<file path="config.mk">
export PLATFORM = sky130hd
export DESIGN_NAME = axis_rr_pkt_arbiter
export DESIGN_NICKNAME = d
export VERILOG_FILES = /design/src/rtl/axis_rr_pkt_arbiter.sv
export SDC_FILE = /design/constraint.sdc
export NUM_CORES = 1
export LEC_CHECK = 0
export CAP_MARGIN = 20
export CORE_MARGIN = 1
export CORE_UTILIZATION = 55
export CTS_BUF_LIST = sky130_fd_sc_hd__clkbuf_8 sky130_fd_sc_hd__clkbuf_16
export DETAILED_ROUTE_END_ITERATION = 8
export DONT_BUFFER_PORTS = 1
export GPL_TIMING_DRIVEN = 0
export PLACE_DENSITY_LB_ADDON = 0.12
export SLEW_MARGIN = 20
export SYNTH_ARGS = -nofsm -noshare
export SYNTH_HDL_FRONTEND = slang
export SYNTH_SLANG_ARGS = --single-unit
</file>
<file path="constraint.sdc">
create_clock -name clk -period 3.8 [get_ports clk]
set_input_delay 1.14 -clock clk [delete_from_list [all_inputs] [get_ports clk]]
set_output_delay 1.14 -clock clk [all_outputs]
set_load 0.02 [all_outputs]
</file>
<file path="src/rtl/axis_rr_pkt_arbiter.sv">
// Packet-granular round-robin arbiter driving the select code of an 8:1 AXI-Stream mux.
// A grant is held from the first beat to the accepted tlast beat, or until MAX_BEATS forces release.
module axis_rr_pkt_arbiter #(
  parameter int         NUM_CH    = 8,
  parameter int         MAX_BEATS = 1024,
  parameter logic [7:0] SEL_BASE  = 8'd128,
  parameter logic [7:0] SEL_NONE  = 8'd0
) (
  input  logic              clk,
  input  logic              rst_n,
  input  logic              arb_en,
  input  logic [NUM_CH-1:0] fifo_tvalid,
  input  logic              mux_tvalid,
  input  logic              mux_tlast,
  input  logic              m_tready,
  output logic [7:0]        bus_sel,
  output logic [NUM_CH-1:0] fifo_tready,
  output logic              grant_active,
  output logic              pkt_done,
  output logic              pkt_overrun,
  output logic [15:0]       pkt_count
);
  localparam int CW = $clog2(NUM_CH);
  localparam int BW = (MAX_BEATS > 1) ? $clog2(MAX_BEATS) : 1;
  localparam logic [BW-1:0] LAST_BEAT = BW'(MAX_BEATS - 1);

  typedef enum logic {IDLE, GRANT} state_t;

  state_t          state_q, state_d;
  logic [CW-1:0]   grant_idx_q, grant_idx_d;
  logic [CW-1:0]   rr_ptr_q, rr_ptr_d;
  logic [BW-1:0]   beat_cnt_q, beat_cnt_d;
  logic [7:0]      bus_sel_d;
  logic            grant_active_d, pkt_done_d, pkt_overrun_d;
  logic [15:0]     pkt_count_d;
  logic [CW-1:0]   scan, pick;
  logic            pick_vld, accept;

  // Scan from the highest offset down so the request nearest rr_ptr wins last.
  always_comb begin
    scan     = '0;
    pick     = '0;
    pick_vld = 1'b0;
    for (int i = NUM_CH - 1; i >= 0; i--) begin
      scan = rr_ptr_q + CW'(i);
      if (fifo_tvalid[scan]) begin
        pick     = scan;
        pick_vld = 1'b1;
      end
    end
  end

  assign accept = mux_tvalid & m_tready;

  always_comb begin
    state_d        = state_q;
    grant_idx_d    = grant_idx_q;
    rr_ptr_d       = rr_ptr_q;
    beat_cnt_d     = beat_cnt_q;
    bus_sel_d      = bus_sel;
    grant_active_d = grant_active;
    pkt_count_d    = pkt_count;
    pkt_done_d     = 1'b0;
    pkt_overrun_d  = 1'b0;
    case (state_q)
      IDLE: begin
        bus_sel_d = SEL_NONE;
        if (arb_en && pick_vld) begin
          state_d        = GRANT;
          grant_idx_d    = pick;
          bus_sel_d      = SEL_BASE + 8'(pick);
          grant_active_d = 1'b1;
          beat_cnt_d     = '0;
        end
      end
      GRANT: begin
        if (accept) begin
          // tlast wins over the beat limit, so a full-length packet is still "done".
          if (mux_tlast || beat_cnt_q == LAST_BEAT) begin
            state_d        = IDLE;
            bus_sel_d      = SEL_NONE;
            grant_active_d = 1'b0;
            rr_ptr_d       = grant_idx_q + CW'(1);
            pkt_done_d     = mux_tlast;
            pkt_overrun_d  = ~mux_tlast;
            pkt_count_d    = pkt_count + 16'd1;
          end else begin
            beat_cnt_d = beat_cnt_q + BW'(1);
          end
        end
      end
      default: state_d = IDLE;
    endcase
  end

  always_ff @(posedge clk or negedge rst_n) begin
    if (!rst_n) begin
      state_q      <= IDLE;
      grant_idx_q  <= '0;
      rr_ptr_q     <= '0;
      beat_cnt_q   <= '0;
      bus_sel      <= SEL_NONE;
      grant_active <= 1'b0;
      pkt_done     <= 1'b0;
      pkt_overrun  <= 1'b0;
      pkt_count    <= '0;
    end else begin
      state_q      <= state_d;
      grant_idx_q  <= grant_idx_d;
      rr_ptr_q     <= rr_ptr_d;
      beat_cnt_q   <= beat_cnt_d;
      bus_sel      <= bus_sel_d;
      grant_active <= grant_active_d;
      pkt_done     <= pkt_done_d;
      pkt_overrun  <= pkt_overrun_d;
      pkt_count    <= pkt_count_d;
    end
  end

  for (genvar n = 0; n < NUM_CH; n++) begin : g_rdy
    assign fifo_tready[n] = (state_q == GRANT) && (grant_idx_q == CW'(n)) && m_tready;
  end
endmodule
</file>
==> out/qor.csv, run 1 <==
stage;metric;value;unit
run_status;outcome;finished clean;
timing;setup TNS;0;ns
power_and_ir_drop;Pleak;1.351;nW
routing;DRT iter0 DRCs;129;
worst_hold_path;Endpoint, Worst Hold;beat_cnt_q[1];
timing;minimum clock period;3.168;ns
job;MaxCap Viol Count;0;
final_layout;Filler Cell Count;414;
clock_tree;CTS Buf Count;5;
clock_tree;Root Driver;clkbuf_8;
routing;average wire per standard cell;16.68;um
timing;final period utilization;0.8337;
setup_path;r2r setup slk;0.63;ns
final_layout;nets;322;
clock_tree;CTS tree;yes;
timing;Final Hold Fails;0;
setup_path;CP Capture Type;register;
power_and_ir_drop;P per Cell Area;806.2;mW/mm^2
place;HPWL after detailed placement;4.423;mm
timing;unrepaired setup endpoints after global routing;no;
place;Buffers on Ports;0;
setup_path;startpoint types;register;
routing;DRC viols;0;
global_routing;GRT Total Usage;0.2462;
worst_hold_path;hold_sp;beat_cnt_q[1];
global_routing;first-pass GRT wire length;9.922;mm
synthesis;post-synth cell types;48;
clock_tree;CTS Sinks;40;
global_routing;initial antenna violation count;0;
final_layout;Area Overhead vs Synth;9.054;%
floorplan;core area;0.004817;sq mm
clock_tree;H-tree Lvls;2;
place;Cell Area, Placed;0.002900;sq mm
timing;Final Max Slew Viols;0;
timing;Layout Skew;0.01051;ns
place;routability cong.;0.8687;
setup_path;Required @ worst endpoint;3.98;ns
worst_hold_path;HP Class;reg2reg;
clock_tree;cts repair resizes;0;
final_layout;most frequent cells in the layout;dfrtp_1 (40), nand2_1 (27), nor2_1 (23);
routing;Routed Wire Length;6.105;mm
setup_path;CP Class;reg2reg;
global_routing;vias in the first global route;2046;
synthesis;Yosys top cell area share;0.3568;
setup_path;r2r startpoint;rr_ptr_q[0];
global_routing;largest net degree at the start of global routing;41;
worst_hold_path;Worst Hold Depth;2;
floorplan;Row Count;25;
timing;Tightest Pin Transition;0.7147;ns
routing;drt first pass iters;4;
final_layout;layout cells sized above 1;0.1405;
setup_path;WP data arrival;3.35;ns
synthesis;leading post-synthesis cells by cell area;dfrtp_1 (36%), mux4_2 (12%), xnor2_1 (5.0%);
clock_tree;worst skew pair latency;0.29;ns
synthesis;cell count after synthesis;288;
synthesis;register area share after synthesis;0.3568;
floorplan;Horiz. Die Dim;73.42;um
final_layout;Antenna Cells;0;
timing;slew margin rel.;0.5201;
synthesis;fraction of registers with async set/reset;1.000;
synthesis;Syn Area/Cell;9.740;sq um
setup_path;reg2reg path depth;9;
routing;antenna viol nets, final;0;
setup_path;FF-to-FF End;grant_idx_q[1];
global_routing;grt total ovfl;0;
floorplan;IO Pins;49;
synthesis;EDFF count, synth;0;
floorplan;Die Span Y;73.42;um
synthesis;ys flop type;dfrtp_1;
synthesis;yosys warns;0;
final_layout;post-layout util;0.6351;
final_layout;final instance area;0.003059;sq mm
clock_tree;Max Root-Sink Buffers;2;
synthesis;Mapped Area;0.002805;sq mm
clock_tree;Post-CTS Hold Buffers;0;
synthesis;Synth area leader;dfrtp_1;
setup_path;critical-path maximum fanout;10;
floorplan;Starting Density;0.5823;
timing;Max Freq;315.7;MHz
clock_tree;Post-CTS Setup Repair Bufs;0;
final_layout;most common cell after layout, fill and taps aside;dfrtp_1;
timing;hold slack final;0.5318;ns
floorplan;area of the die;0.005390;sq mm
power_and_ir_drop;Worst VDD drop;0.4260;mV
synthesis;#FFs+latches synth;40;
routing;via count;2235;
clock_tree;clock-pin slew on the worst setup and hold paths;0.07;ns
timing;# setup viols final;0;
routing;drt via density;6.107;
## cell usage after synthesis, types with 6 or more instances
library cell,number
nand2_1,27
mux2i_1,12
xnor2_1,16
mux4_2,15
ha_1,10
dfrtp_1,40
a21oi_1,14
nand4_1,8
buf_4,6
inv_1,9
o21ai_0,12
xor2_1,8
and3_1,12
clkbuf_1,10
nor2_1,23
nand3_1,14
## flip-flops by register name, indices dropped and copies added, names as in the netlist
signal	flops
grant_idx_q	3
pkt_count	16
rr_ptr_q	3
beat_cnt_q	10
bus_sel	4
state_q	1
pkt_overrun	1
grant_active	1
pkt_done	1
## metrics by stage
stage / power, mW / instances / setup WS, ns
CTS: 2.465 / 366 / 0.6431
detailed placement: 1.984 / 358 / 0.6558
global route: 2.655 / 366 / 0.2853
floorplan: 1.714 / 291 / 0.9229
finish: 2.466 / 366 / 0.6319
global placement: 1.946 / 358 / 0.6802
## worst max-delay path, stage by stage, from the launching register on
cell,delay [ns]
dfrtp_1,0.44
buf_4,0.23
clkinv_1,0.25
ha_1,0.35
xnor2_1,0.33
mux4_2,0.56
mux2i_1,0.28
a211oi_1,0.14
o31a_1,0.33
a21o_1,0.16
## metal layers
metal  track usage  routed length [um]
met1        0.3602                2796
met2        0.3683                2778
met3       0.05350                 479
met4       0.07265                  51
met5             0                   0
## cell type report
class / instances / area [sq um] / share of cell area
Multi-Input combinational cell: 220 / 1672 / 0.5464
Tap cell: 67 / 83.83 / 0.02740
Clock buffer: 5 / 68.82 / 0.02249
Sequential cell: 40 / 1001 / 0.3272
Inverter: 11 / 41.29 / 0.01350
Clock inverter: 3 / 90.09 / 0.02945
Buffer: 20 / 102.6 / 0.03354
## logic make-up after synthesis
family | share of synthesized area
compound gates | 0.1088
xor+xnor | 0.07493
fa+ha+maj | 0.04460
buf+inv | 0.05129
flops | 0.3568
mux | 0.1793
other cells | 0.001337
simple gates | 0.1829
## worst max path at each step
stage                     depth (start not counted)              to           start  slack [ns]
final                                             9  grant_idx_q[1]     rr_ptr_q[0]        0.63
after global routing                             11  grant_idx_q[0]     rr_ptr_q[0]        0.29
after CTS                                        11  grant_idx_q[2]     rr_ptr_q[0]        0.64
after detailed placement                          8  grant_idx_q[2]  fifo_tvalid[3]        0.66
after global placement                           11  grant_idx_q[2]     rr_ptr_q[0]        0.68
after floorplan                                   3  fifo_tready[1]        m_tready        0.92
## power breakdown
part / leakage [nW] / total (mW) / internal [mW] / switching, mW
clock network: 0.0784 / 0.474 / 0.328 / 0.146
logic: 0.750 / 1.33 / 0.593 / 0.733
registers: 0.522 / 0.666 / 0.511 / 0.155
total: 1.35 / 2.47 / 1.43 / 1.03
(Power assumes the default switching activity.)
==> run 2, diff against run 1 <==
Clock period 3.8 ns to 2.73 ns, I/O delays scaled along.
==> run 2 against run 1 <==
Register-to-register slack worse by 0.48 ns. Hold slack worse by 0.32 ns. Total power is 58% higher. Clock power is 40% higher. First-iteration DRC count is 4.7% higher. Wire length is 7.1% higher. Final area is 7.0% higher.
==> out/qor.csv, run 2 (synthesis gave the netlist of run 1 again) <==
stage;metric;value;unit
final_layout;biggest regs;pkt_count x16, beat_cnt_q x10, bus_sel x4;
final_layout;Post-Layout Cell Count;379;
floorplan;Die Span Y;73.42;um
run_status;outcome;finished clean;
routing;DRC viols;0;
clock_tree;Max Root-Sink Buffers;2;
final_layout;most flop-heavy register;pkt_count;
setup_path;critical-path maximum fanout;10;
place;post-place setup slack;-0.4127;ns
place;Buffers on Ports;0;
global_routing;vias in the first global route;2117;
final_layout;layout cells sized above 1;0.2019;
clock_tree;CTS Buf Count;5;
power_and_ir_drop;Design Power;3.908;mW
routing;average wire per standard cell;17.25;um
clock_tree;Root Driver;clkbuf_8;
timing;Setup WS post-layout;0.1497;ns
timing;# setup viols final;0;
floorplan;core area;0.004817;sq mm
setup_path;Worst path slowest cell;mux4_2;
timing;Layout Skew;0.01031;ns
worst_hold_path;HP Class;in2async;
timing;hold slack final;0.2127;ns
place;HPWL after detailed placement;4.423;mm
routing;DRT iter0 DRCs;135;
clock_tree;CTS tree;yes;
final_layout;Area Overhead vs Synth;16.73;%
routing;via count;2311;
setup_path;biggest cell delay along the critical path;0.55;ns
power_and_ir_drop;P per Cell Area;1193;mW/mm^2
setup_path;CP top delay family;multiplexers;
setup_path;startpoint types;register;
routing;drt via density;6.098;
power_and_ir_drop;Pleak;1.435;nW
timing;Max Freq;387.6;MHz
routing;drt first pass iters;4;
setup_path;WP buf/inv;2;
place;routability cong.;0.8687;
setup_path;CP Class;reg2reg;
floorplan;IO Pins;49;
final_layout;final instance area;0.003274;sq mm
setup_path;CP Capture Type;register;
timing;minimum clock period;2.580;ns
timing;Final Hold Fails;0;
clock_tree;CTS Sinks;40;
clock_tree;H-tree Lvls;2;
power_and_ir_drop;Worst VDD drop;0.6387;mV
place;Cell Area, Placed;0.002900;sq mm
place;Placed Instances;358;
final_layout;most frequent cells in the layout;dfrtp_1 (39), nand2_1 (27), nor2_1 (23);
setup_path;WP data arrival;2.76;ns
clock_tree;worst skew pair latency;0.29;ns
routing;Routed Wire Length;6.537;mm
global_routing;initial antenna violation count;0;
final_layout;most common cell after layout, fill and taps aside;dfrtp_1;
timing;final period utilization;0.9452;
clock_tree;clock-pin slew on the worst setup and hold paths;0.08;ns
timing;Final Max Slew Viols;0;
final_layout;Antenna Cells;0;
floorplan;Starting Density;0.5823;
clock_tree;Post-CTS Hold Buffers;0;
floorplan;Horiz. Die Dim;73.42;um
floorplan;Row Count;25;
final_layout;nets;335;
setup_path;Required @ worst endpoint;2.91;ns
timing;setup TNS;0;ns
global_routing;largest net degree at the start of global routing;41;
global_routing;grt total ovfl;0;
floorplan;area of the die;0.005390;sq mm
global_routing;first-pass GRT wire length;10.33;mm
final_layout;post-layout util;0.6797;
final_layout;number of flip-flops under the largest register name;16;
job;MaxCap Viol Count;0;
setup_path;worst-path cell chain;buf_12, clkinv_4, ha_4, xnor2_4, mux4_2, mux2i_2, a211oi_1, o31a_1, a21o_1;
global_routing;GRT Total Usage;0.2593;
routing;antenna viol nets, final;0;
[run 2: changes by cell type in the layout (fill, tap and decap cells not counted), sizes merged]
| cell | delta |
|---|---|
| clkinvlp | +1 |
| buf | +13 |
| inv | -1 |
[run 2: worst register-to-register path, delay by kind of cell (launching register included)]
family / cells / cell delay [ns]
mux: 2 / 0.79
xor+xnor: 1 / 0.21
fa+ha+maj: 1 / 0.21
flops: 1 / 0.41
buf+inv: 2 / 0.25
compound gates: 3 / 0.62
[run 2: repair_timing]
item	in CTS	in global routing
setup endpoints to repair	19	14
pin swaps	3	3
gates resized for setup	15	7
setup buffers	8	5
[run 2: routing by layer]
metal	vias to the layer above	track usage	part of all wire
met4	0	0.09188	0.021
met1	1122	0.3680	0.44
met3	19	0.06036	0.077
met2	95	0.3909	0.46
li1	1075	-	-
met5	-	0	0
[run 2: layout make-up]
| type | count | area (sq um) |
|---|---|---|
| buffer | 20 | 127.6 |
| clock buffer | 5 | 68.82 |
| clock inverter | 3 | 90.09 |
| fill | 381 | 1543 |
| inverter | 11 | 50.05 |
| multi-input combinational | 220 | 1754 |
| sequential | 40 | 1002 |
| tap | 67 | 83.83 |
| timing repair buffer | 13 | 97.59 |
[run 2: report_power, final]
group          switching [mW]  internal [mW]  total, mW
clock                   0.205          0.457      0.662
sequential              0.221          0.713      0.935
combinational            1.19           1.12       2.31
total                    1.62           2.29       3.91
[run 2: worst paths after layout]
kind / from / end / slack, ns / cells after the start
setup / recovery: rr_ptr_q[0] / grant_idx_q[1] / 0.15 / 9
hold / removal: rst_n / pkt_count[15] / 0.21 / 0
setup reg to reg: rr_ptr_q[0] / grant_idx_q[1] / 0.15 / 9
hold reg to reg: beat_cnt_q[1] / beat_cnt_q[1] / 0.53 / 2
max in group asynchronous: rst_n / rr_ptr_q[0] / 2.41 / 0
min in group clk: beat_cnt_q[1] / beat_cnt_q[1] / 0.53 / 2
==> run 3, diff against run 2 <==
Settings changed: CORE_UTILIZATION 55 to 58.
==> run 3 against run 2 <==
Clock power shrank 29%. Flip-flop and latch count did not move. Maximum frequency down 0.43%. Combinational power shrank 8.7%. Wire length fell by 9.5%. Hold slack better by 0.0049 ns. Cell count shrank 5.0%. Total power is 10% lower. Count of clock-buffer cells in the layout stayed put. Register-to-register slack barely moved. Worst setup slack worse by 0.011 ns. First-iteration DRC count fell by 19%. Largest cell class unchanged. Highest routed layer unchanged.
==> out/qor.csv, run 3 (synthesis gave the netlist of run 1 again) <==
stage;metric;value;unit
run_status;outcome;finished clean;
power_and_ir_drop;switching share of power;0.4298;
routing;DRC viols;0;
final_layout;most flop-heavy register;pkt_count;
place;post-place setup slack;-0.4038;ns
global_routing;grt peak-use layer;met2;
timing;Setup WS post-layout;0.1387;ns
routing;average wire per standard cell;16.43;um
global_routing;largest net degree at the start of global routing;41;
floorplan;Row Count;24;
final_layout;layout cells sized above 1;0.1948;
routing;antenna viol nets, final;0;
floorplan;Starting Density;0.6228;
clock_tree;Max Root-Sink Buffers;2;
power_and_ir_drop;P per Cell Area;1119;mW/mm^2
worst_hold_path;HP Class;in2async;
setup_path;critical-path maximum fanout;10;
final_layout;post-layout util;0.6978;
final_layout;number of flip-flops under the largest register name;16;
floorplan;Die Span Y;71.55;um
routing;Routed Wire Length;5.915;mm
timing;Layout Skew;0.006803;ns
clock_tree;H-tree Lvls;2;
place;Buffers on Ports;0;
clock_tree;Post-CTS Hold Buffers;0;
timing;Max Freq;385.9;MHz
final_layout;Filler Cell Count;355;
routing;drt via density;6.131;
timing;Final Hold Fails;0;
place;routability cong.;0.8967;
setup_path;startpoint types;register;
routing;via count;2207;
clock_tree;clock-pin slew on the worst setup and hold paths;0.08;ns
clock_tree;CTS tree;yes;
timing;Final Max Slew Viols;0;
power_and_ir_drop;combinational power share;0.601;
final_layout;Area Overhead vs Synth;12.04;%
power_and_ir_drop;Worst VDD drop;0.6990;mV
power_and_ir_drop;Sequential Power Share;0.265;
floorplan;area of the die;0.005119;sq mm
global_routing;met2 GRT Util;0.3704;
global_routing;GRT Total Usage;0.2412;
final_layout;Antenna Cells;0;
global_routing;vias in the first global route;2010;
power_and_ir_drop;internal power;2.005;mW
timing;final period utilization;0.9492;
final_layout;biggest regs;pkt_count x16, beat_cnt_q x10, bus_sel x4;
floorplan;IO Pins;49;
setup_path;CP Class;reg2reg;
clock_tree;CTS Buf Count;5;
setup_path;WP data arrival;2.76;ns
global_routing;GRT met1 Usage;0.3603;
power_and_ir_drop;Clk pwr share;0.135;
floorplan;Horiz. Die Dim;71.55;um
power_and_ir_drop;Pleak;1.384;nW
global_routing;GRT met3 Usage;0.04923;
setup_path;CP Capture Type;register;
final_layout;most frequent cells in the layout;dfrtp_1 (39), nand2_1 (27), nor2_1 (23);
setup_path;Required @ worst endpoint;2.89;ns
global_routing;first-pass GRT wire length;9.673;mm
clock_tree;Root Driver;clkbuf_8;
final_layout;nets;331;
final_layout;most common cell after layout, fill and taps aside;dfrtp_1;
power_and_ir_drop;Design Power;3.516;mW
floorplan;core area;0.004504;sq mm
routing;DRT iter0 DRCs;110;
clock_tree;worst skew pair latency;0.29;ns
final_layout;area of the multi-input gates;0.001728;sq mm
power_and_ir_drop;Psw;1.511;mW
timing;minimum clock period;2.591;ns
place;HPWL after detailed placement;4.246;mm
global_routing;grt total ovfl;0;
clock_tree;CTS Sinks;40;
job;MaxCap Viol Count;0;
routing;drt first pass iters;4;
timing;# setup viols final;0;
global_routing;initial antenna violation count;0;
final_layout;Storage cell area;0.001002;sq mm
-- run 3: cell types whose count changed in the layout (fill, tap and decap cells not counted), sizes merged --
cell / previous run / this run
bufinv: 3 / 1
clkinvlp: 1 / 2
clkinv: 1 / 2
buf: 23 / 19
-- run 3: final timing paths --
kind	cells after the start	slack (ns)	end	startpoint
worst max-delay path	11	0.14	grant_idx_q[2]	rr_ptr_q[1]
worst min-delay path	0	0.22	pkt_count[2]	rst_n
worst max register to register	11	0.14	grant_idx_q[2]	rr_ptr_q[1]
max in group asynchronous	0	2.42	rr_ptr_q[0]	rst_n
min in group clk	2	0.56	beat_cnt_q[1]	beat_cnt_q[1]
worst min register to register	2	0.56	beat_cnt_q[1]	beat_cnt_q[1]
-- run 3: layout make-up --
| cell class | count | area share |
|---|---|---|
| clock inverters | 3 | 0.01354 |
| clock buffers | 5 | 0.02189 |
| inverters | 11 | 0.01592 |
| plain buffers | 20 | 0.03782 |
| multi-input cells | 220 | 0.5498 |
| repair buffers | 9 | 0.02150 |
| well taps | 52 | 0.02070 |
| flip-flops and latches | 40 | 0.3189 |
-- run 3: timing repair --
action | 4_1_cts | 5_1_grt
endpoints found under the setup margin | 19 | 15
resized for setup | 12 | 5
pin swaps | 0 | 1
setup buffers | 1 | 8
endpoints found under the hold margin | 0 | 0
-- run 3: worst max-delay path, stage by stage (launching register included) --
cell	delay, ns
dfrtp_1	0.42
buf_6	0.14
clkinvlp_4	0.13
ha_4	0.31
buf_4	0.18
mux4_2	0.37
nor4_4	0.31
a21oi_2	0.16
o211ai_1	0.11
o21ai_0	0.10
nor2_1	0.16
o21ai_1	0.08
-- run 3: layer usage --
metal / share of wire / wire [um] / up-vias
met1: 0.48 / 2849 / 1050
li1: - / - / 1076
met4: 0.0073 / 43 / 0
met5: 0 / 0 / -
met2: 0.45 / 2662 / 74
met3: 0.061 / 360 / 7
-- run 3: power groups by stage --
stage	clock, mW	combinational [mW]	sequential, mW
after CTS	0.483	1.97	0.930
after detailed placement	0	1.78	0.939
after global placement	0	1.76	0.936
after global routing	0.507	2.31	0.949
final	0.473	2.11	0.931
after floorplan	0	1.49	0.898
-- run 3: per-stage QoR --
| stage | cells | setup TNS (ns) | hold slack (ns) | area (sq um) |
|---|---|---|---|---|
| 5_1_grt | 360 | -0.04317 | 0.1951 | 3143 |
| 6_report | 360 | 0 | 0.2176 | 3143 |
| 2_1_floorplan | 291 | 0 | 0.4752 | 2816 |
| 3_3_place_gp | 343 | -5.756 | 0.5113 | 2882 |
| 3_5_place_dp | 343 | -5.821 | 0.5241 | 2882 |
| 4_1_cts | 352 | 0 | 0.2097 | 3064 |
